--- src/rtl/mips_cpu_regfile_pkg.sv ---
// Shared constants and byte-lane merge helpers for the multi-port MIPS register file.
// Helpers work on the widest supported word; callers cast to and from their own width.
package mips_cpu_regfile_pkg;

  localparam int unsigned BYTE_W     = 8;
  localparam int unsigned MAX_NB     = 32;
  localparam int unsigned MAX_DATA_W = MAX_NB * BYTE_W;

  typedef logic [MAX_NB-1:0]     be_t;
  typedef logic [MAX_DATA_W-1:0] word_t;

  // Expand each byte enable into a full byte of mask bits.
  function automatic word_t be_to_mask(input be_t be);
    word_t m;
    m = '0;
    for (int i = 0; i < int'(MAX_NB); i++) begin
      m[i*BYTE_W +: BYTE_W] = {BYTE_W{be[i]}};
    end
    return m;
  endfunction

  // Enabled lanes come from new_w; all other lanes keep old_w.
  function automatic word_t merge(input word_t old_w, input word_t new_w, input be_t be);
    word_t m;
    m = be_to_mask(be);
    return (new_w & m) | (old_w & ~m);
  endfunction

endpackage

--- src/rtl/mips_cpu_regfile_scoreboard.sv ---
// Per-register busy bits: decode claims a destination, writeback releases it.
// A claim beats a same-cycle release; claiming an already-busy register pulses claim_conflict.
module mips_cpu_regfile_scoreboard #(
  parameter int unsigned NUM_REGS = 32,
  parameter int unsigned AW       = 5
) (
  input  logic                clk,
  input  logic                reset_n,
  input  logic                claim_en,
  input  logic [AW-1:0]       claim_addr,
  input  logic                rel_en,
  input  logic [AW-1:0]       rel_addr,
  output logic [NUM_REGS-1:0] busy,
  output logic                claim_conflict
);

  logic [NUM_REGS-1:0] busy_d, busy_q;
  logic                conflict_d, conflict_q;

  always_comb begin
    busy_d     = busy_q;
    conflict_d = 1'b0;
    if (rel_en) begin
      busy_d[rel_addr] = 1'b0;
    end
    if (claim_en) begin
      busy_d[claim_addr] = 1'b1;
      conflict_d         = busy_q[claim_addr];
    end
    // r0 never holds a pending result
    busy_d[0] = 1'b0;
  end

  always_ff @(posedge clk or negedge reset_n) begin
    if (!reset_n) begin
      busy_q     <= '0;
      conflict_q <= 1'b0;
    end else begin
      busy_q     <= busy_d;
      conflict_q <= conflict_d;
    end
  end

  assign busy           = busy_q;
  assign claim_conflict = conflict_q;

endmodule

--- src/rtl/mips_cpu_register_file_mp.sv ---
// Multi-read-port MIPS register file with byte-lane writes, optional write bypass
// and a busy scoreboard for multicycle loads.
module mips_cpu_register_file_mp
  import mips_cpu_regfile_pkg::*;
#(
  parameter  int unsigned DATA_W     = 32,
  parameter  int unsigned NUM_REGS   = 32,
  parameter  int unsigned READ_PORTS = 2,
  parameter  int unsigned BYPASS     = 1,
  parameter  int unsigned DEBUG_REG  = 2,
  localparam int unsigned AW         = $clog2(NUM_REGS),
  localparam int unsigned NB         = DATA_W / BYTE_W
) (
  input  logic                         clk,
  input  logic                         reset_n,
  input  logic [READ_PORTS*AW-1:0]     rd_addr,
  output logic [READ_PORTS*DATA_W-1:0] rd_data,
  output logic [READ_PORTS-1:0]        rd_busy,
  input  logic                         wr_en,
  input  logic [AW-1:0]                wr_addr,
  input  logic [DATA_W-1:0]            wr_data,
  input  logic [NB-1:0]                wr_be,
  input  logic                         wr_release,
  input  logic                         claim_en,
  input  logic [AW-1:0]                claim_addr,
  output logic                         claim_conflict,
  output logic                         stall,
  output logic [DATA_W-1:0]            dbg_data
);

  localparam logic [AW-1:0] DBG_ADDR = AW'(DEBUG_REG);

  logic [DATA_W-1:0]   regs_d [NUM_REGS];
  logic [DATA_W-1:0]   regs_q [NUM_REGS];
  logic [DATA_W-1:0]   wr_merged;
  logic                wr_live;
  logic                byp_live;
  logic [NUM_REGS-1:0] busy;

  assign wr_live = wr_en && (wr_addr != '0);
  // Bypass is gated by reset so reads stay zero while reset is held.
  assign byp_live = (BYPASS != 0) && wr_live && reset_n;

  always_comb begin
    wr_merged = DATA_W'(merge(MAX_DATA_W'(regs_q[wr_addr]),
                              MAX_DATA_W'(wr_data),
                              MAX_NB'(wr_be)));
  end

  always_comb begin
    regs_d = regs_q;
    if (wr_live) begin
      regs_d[wr_addr] = wr_merged;
    end
  end

  always_ff @(posedge clk or negedge reset_n) begin
    if (!reset_n) begin
      for (int unsigned i = 0; i < NUM_REGS; i++) begin
        regs_q[i] <= '0;
      end
    end else begin
      regs_q <= regs_d;
    end
  end

  for (genvar p = 0; p < int'(READ_PORTS); p++) begin : g_rd
    logic [AW-1:0]     addr;
    logic [DATA_W-1:0] word;

    assign addr = rd_addr[p*AW +: AW];

    always_comb begin
      word = regs_q[addr];
      if (byp_live && (addr == wr_addr)) begin
        word = wr_merged;
      end
    end

    assign rd_data[p*DATA_W +: DATA_W] = word;
    assign rd_busy[p]                  = busy[addr];
  end

  assign stall = |rd_busy;

  always_comb begin
    dbg_data = regs_q[DBG_ADDR];
    if (byp_live && (wr_addr == DBG_ADDR)) begin
      dbg_data = wr_merged;
    end
  end

  mips_cpu_regfile_scoreboard #(
    .NUM_REGS (NUM_REGS),
    .AW       (AW)
  ) u_scoreboard (
    .clk            (clk),
    .reset_n        (reset_n),
    .claim_en       (claim_en),
    .claim_addr     (claim_addr),
    .rel_en         (wr_en && wr_release),
    .rel_addr       (wr_addr),
    .busy           (busy),
    .claim_conflict (claim_conflict)
  );

endmodule
--- config.mk ---
export PLATFORM = sky130hd
export DESIGN_NAME = mips_cpu_register_file_mp
export DESIGN_NICKNAME = d
export VERILOG_FILES = /design/src/rtl/mips_cpu_regfile_pkg.sv /design/src/rtl/mips_cpu_regfile_scoreboard.sv /design/src/rtl/mips_cpu_register_file_mp.sv
export SDC_FILE = /design/constraint.sdc
export NUM_CORES = 2
export LEC_CHECK = 0
export ABC_AREA = 0
export CORE_ASPECT_RATIO = 0.75
export CORE_MARGIN = 2
export CORE_UTILIZATION = 60
export DETAILED_ROUTE_END_ITERATION = 10
export HOLD_SLACK_MARGIN = 0.12
export MAX_ROUTING_LAYER = met4
export PLACE_DENSITY_LB_ADDON = 0.25
export SLEW_MARGIN = 20
export SYNTH_ARGS = -nofsm -noshare
export SYNTH_HDL_FRONTEND = slang
export SYNTH_SLANG_ARGS = --single-unit
--- constraint.sdc ---
create_clock -name clk -period 3.3 [get_ports clk]
set_input_delay 0.495 -clock clk [delete_from_list [all_inputs] [get_ports clk]]
set_output_delay 0.495 -clock clk [all_outputs]
set_load 0.005 [all_outputs]
==> qor_table.md <==
| Group | Parameter | This run |
| --- | --- | --- |
| critical path | Worst Setup Path Type | register to output port |
| synthesis | Post-Synth XOR/XNOR Area | 0.139% |
| final layout | Area grow syn2layout | 26.2% |
| synthesis | Sequential area share after synthesis | 41.9% |
| critical path | Highest fanout seen on the critical path | 4 |
| timing | Final worst-path setup slack | -0.216 ns |
| routing | Initial DRT Pass Iterations | 8 |
| final layout | Final core occ | 76.8% |
| routing | Routed via count divided by cell count | 7.51 |
| synthesis | Share of Yosys cell area claimed by the top area cell type | 41.9% |
| timing | Fin Clk Skew | 0.0283 ns |
| synthesis | Post-synthesis cell type count | 67 |
| outcome | Run status | finished, violations left |
| routing | Detail Route Antenna Nets | 0 |
| timing | Total negative slack | -1.41 ns |
| routing | Number of DRC markers in iteration 0 | 11,547 |
| global routing | Initial antenna violation count | 24 |
| synthesis | Synthesis-stage register bit count | 1,056 |
| synthesis | Synthesized area per cell | 10.8 sq um |
| timing | Hold_ws | 0.426 ns |
| hold path | Min-Delay Path Class | register to register |
| power and ir drop | Peak VDD IR | 0.547 mV |
| die | Die width | 378 um |
| routing | Per-cell routed wire length | 35.7 um |
| timing | Number of pins exceeding their max-slew limit in the final report | 0 |
| placement | Final estimated routing congestion in global placement | 1.09 |
| final layout | Register area | 26,400 sq um |
| final layout | Fraction of layout instances using a drive strength above 1 | 34.8% |
| critical path | Nature of the critical path startpoint | register |
| critical path | Origin of the critical flop-to-flop path | regs_q[413] |
| critical path | Data arrival at the endpoint of the critical path | 3.02 ns |
| clock tree | Clock latency of the later-clocked register in the worst-skew pair | 0.75 ns |
| clock tree | CTS buffer count | 107 |
| global routing | Largest net degree at the start of global routing | 182 |
| timing | Slew Limit Headroom | 30.0% |
| final layout | Nets@finish | 6,623 |
| clock tree | Clock sink count | 1,056 |
| die | Total Die Area | 108,000 sq um |
| timing | Setup repair after global routing missed its margin | true |
| routing | WL final | 288,000 um |
| global routing | Global-route wire length before repair | 408,000 um |
| synthesis | Synthesized-area fraction occupied by ao, oa, aoi and oai cells | 15.3% |
| synthesis | Yosys top cell by area | dfrtp_1 |
| timing | Number of failing hold endpoints at the final stage | 0 |
| synthesis | Yosys warns | 0 |
| placement | HPWL Detailed | 194,000 um |
| placement | Count of input and output buffers | 160 |
| power and ir drop | Leak Pwr | 34.8 nW |
| die | Area of the placeable core | 104,000 sq um |
| timing | Peak clock frequency supported by timing | 0.284 GHz |
| synthesis | Synth top area cells | dfrtp_1, mux4_2, o21ai_0 |
| critical path | CP startpoint | regs_q[254] |
| placement | Placement-stage cell area | 71,500 sq um |
| global routing | Overflow left after global routing | 0 |
| die | Starting density of the core | 60.8% |
| hold path | Min-delay src | regs_q[1010] |
| routing | Vias post-DR | 60,692 |
| clock tree | Bufs on Longest Clock Path | 3 |
| synthesis | Dominant combinational cell family by area after synthesis | multiplexers |
| timing | Time the final worst path needs with I/O delays and setup | 3.52 ns |
| clock tree | Clock-pin transition on the worst setup and hold timing paths | 0.07 ns |
| die | Y dimension of the die | 285 um |
| final layout | Post-route cell area | 79,600 sq um |
| final layout | Area of combinational cells with multiple inputs | 35,200 sq um |
| outcome | Violated checks | negative setup slack |
| critical path | Critical Path RT | 2.80 ns |
| synthesis | Adder-cell share of the synthesized area | 0% |
| clock tree | Clock tree from TritonCTS | done |
| synthesis | Multiplexer area fraction after synthesis | 28.2% |
| synthesis | Number of enable-type register cells in the synthesized netlist | 0 |
| clock tree | Level count of the clock H-tree | 3 |
| global routing | Total Routing Usage GR | 54.7% |
| flow run | Count of maximum capacitance violations | 0 |
| critical path | Setup crit end kind | output port |
| power and ir drop | Power density over cell area | 551 nW/um^2 |
| synthesis | Simple-gate share of the synthesized area | 9.51% |
| synthesis | Asr flop ratio synth | 100% |
| final layout | Number of fillers in the final layout | 6,579 |
| global routing | Number of global-route vias before repair | 57,997 |
| critical path | Register-to-register setup slack | 0.47 ns |
| synthesis | Synthesized netlist net count | 5,894 |
| clock tree | Clock tree root buffer cell | clkbuf_16 |
| die | Row count | 102 |
| timing | Worst-margin pin slew | 1.05 ns |
| timing | Count of final setup violators | 25 |
| synthesis | Synthesized netlist cell count | 5,833 |
| timing | Final critical-path share of the clock period | 107% |
| routing | Remaining DRCs | 0 |
| synthesis | Dominant synthesized flop cell | dfrtp_1 |
| die | I/O pin count | 161 |
| synthesis | Post-synthesis instance area | 63,100 sq um |
[cell usage in the layout (no fill, tap or decap), drive strengths merged, types with 6 or more instances in the layout]
| cell | netlist | routed |
|---|---|---|
| dlygate4sd2 | 0 | 37 |
| a22oi | 118 | 118 |
| mux4 | 623 | 623 |
| nand3 | 70 | 70 |
| nand4b | 7 | 7 |
| clkinv | 0 | 22 |
| mux2 | 18 | 18 |
| a21oi | 62 | 62 |
| dlymetal6s2s | 0 | 8 |
| nand2 | 1140 | 1140 |
| o221ai | 33 | 33 |
| o22ai | 226 | 226 |
| nor2b | 14 | 14 |
| a211oi | 47 | 47 |
| and3 | 6 | 6 |
| a22o | 6 | 6 |
| bufinv | 0 | 9 |
| mux2i | 353 | 353 |
| dfrtp | 1056 | 1056 |
| xor2 | 6 | 6 |
| nand2b | 22 | 22 |
| clkdlybuf4s50 | 0 | 46 |
| o21ai | 1191 | 1191 |
| inv | 10 | 13 |
| diode | 0 | 28 |
| nor3 | 13 | 13 |
| nor4 | 19 | 19 |
| nor2 | 57 | 57 |
| buf | 259 | 1134 |
| nand4 | 31 | 31 |
| clkbuf | 374 | 179 |
| nand3b | 9 | 9 |
[kinds of logic (layout without fill, tap and decap cells)]
logic type / Yosys count / count (layout)
other: 0 / 28
buffers and inverters: 643 / 1459
AND/OR/NAND/NOR: 1424 / 1424
XOR/XNOR: 10 / 10
AO/OA/AOI/OAI: 1706 / 1706
flip-flops: 1056 / 1056
multiplexers: 994 / 994
[cells in the mapped netlist, types with 5 or more instances]
cell,count
nor2b_1,14
nor4_1,19
and2_1,5
nand2_1,1134
clkbuf_1,297
o22ai_1,222
dfrtp_1,1056
inv_1,10
mux4_2,623
nor3_1,13
mux2i_1,353
nand2b_1,22
clkbuf_2,77
xor2_1,6
buf_6,26
nand4_1,29
a21oi_1,62
nor2_1,56
o21ai_1,116
o21ai_2,43
nand2_4,6
o221ai_1,33
a211oi_1,47
and3_1,6
buf_2,164
buf_1,11
buf_4,58
nand3_1,70
a22oi_1,118
a22o_1,6
nand4b_1,5
mux2_2,18
o21ai_0,1032
nand3b_1,9
[layer usage]
layer	wire [um]	part of all wire, %	up-vias	global-route usage, %
met4	22100	7.7	0	31.5
met1	96600	34	29549	67.9
met5	0	0	-	-
met2	113000	39	6143	68.1
li1	-	-	23397	-
met3	56700	20	1603	32.1
[stage by stage]
stage | cells | setup slack [ns] | power, mW
after floorplan | 5833 | 0.531 | 23.8
after global placement | 7570 | -0.984 | 28.3
after detailed placement | 7570 | -0.992 | 28.8
after CTS | 7982 | -0.214 | 42.6
after global routing | 8077 | -0.206 | 45.1
final | 8081 | -0.216 | 43.8
[final timing paths]
path	endpoint	cells past startpoint
min reg2reg	regs_q[1010]	0
max	rd_data[30]	8
max in group asynchronous	regs_q[395]	5
min	regs_q[1010]	0
min in group asynchronous	regs_q[310]	3
max reg2reg	regs_q[29]	15
[flip-flops by register name, indices dropped and copies added (netlist names)]
signal	cells
regs_q	1024
u_scoreboard.busy	31
u_scoreboard.claim_conflict	1
[what timing repair did]
item	in CTS	in global routing
gates cloned	5	5
hold buffers	1	0
pin swaps	130	99
resized for setup	561	157
setup endpoints to repair	99	65
endpoints found under the hold margin	242	0
setup buffers	224	89
[final cells by class]
cell class / instances / area share, %
flip-flops and latches: 1056 / 33.2
clock inverters: 37 / 0.616
inverters: 10 / 0.0503
multi-input cells: 4134 / 44.2
well taps: 1404 / 2.21
clock buffers: 159 / 4.04
repair buffers: 1253 / 15.6
diodes: 28 / 0.0880
[worst max-delay path, cell delays in order (launching register included)]
cell and delay (ns):
dfrtp_2 0.46, mux2i_4 0.27, o22ai_1 0.14, or4_4 0.54, a2111oi_4 0.21, buf_4 0.20
o2bb2ai_4 0.18, o22ai_2 0.14, buf_2 0.14
[where the power goes]
part	leakage, nW	switching (mW)	internal (mW)
combinational	19.1	6.52	6.24
sequential	13.9	2.64	15.3
clock	1.83	5.68	7.45
(Power assumes the default switching activity.)
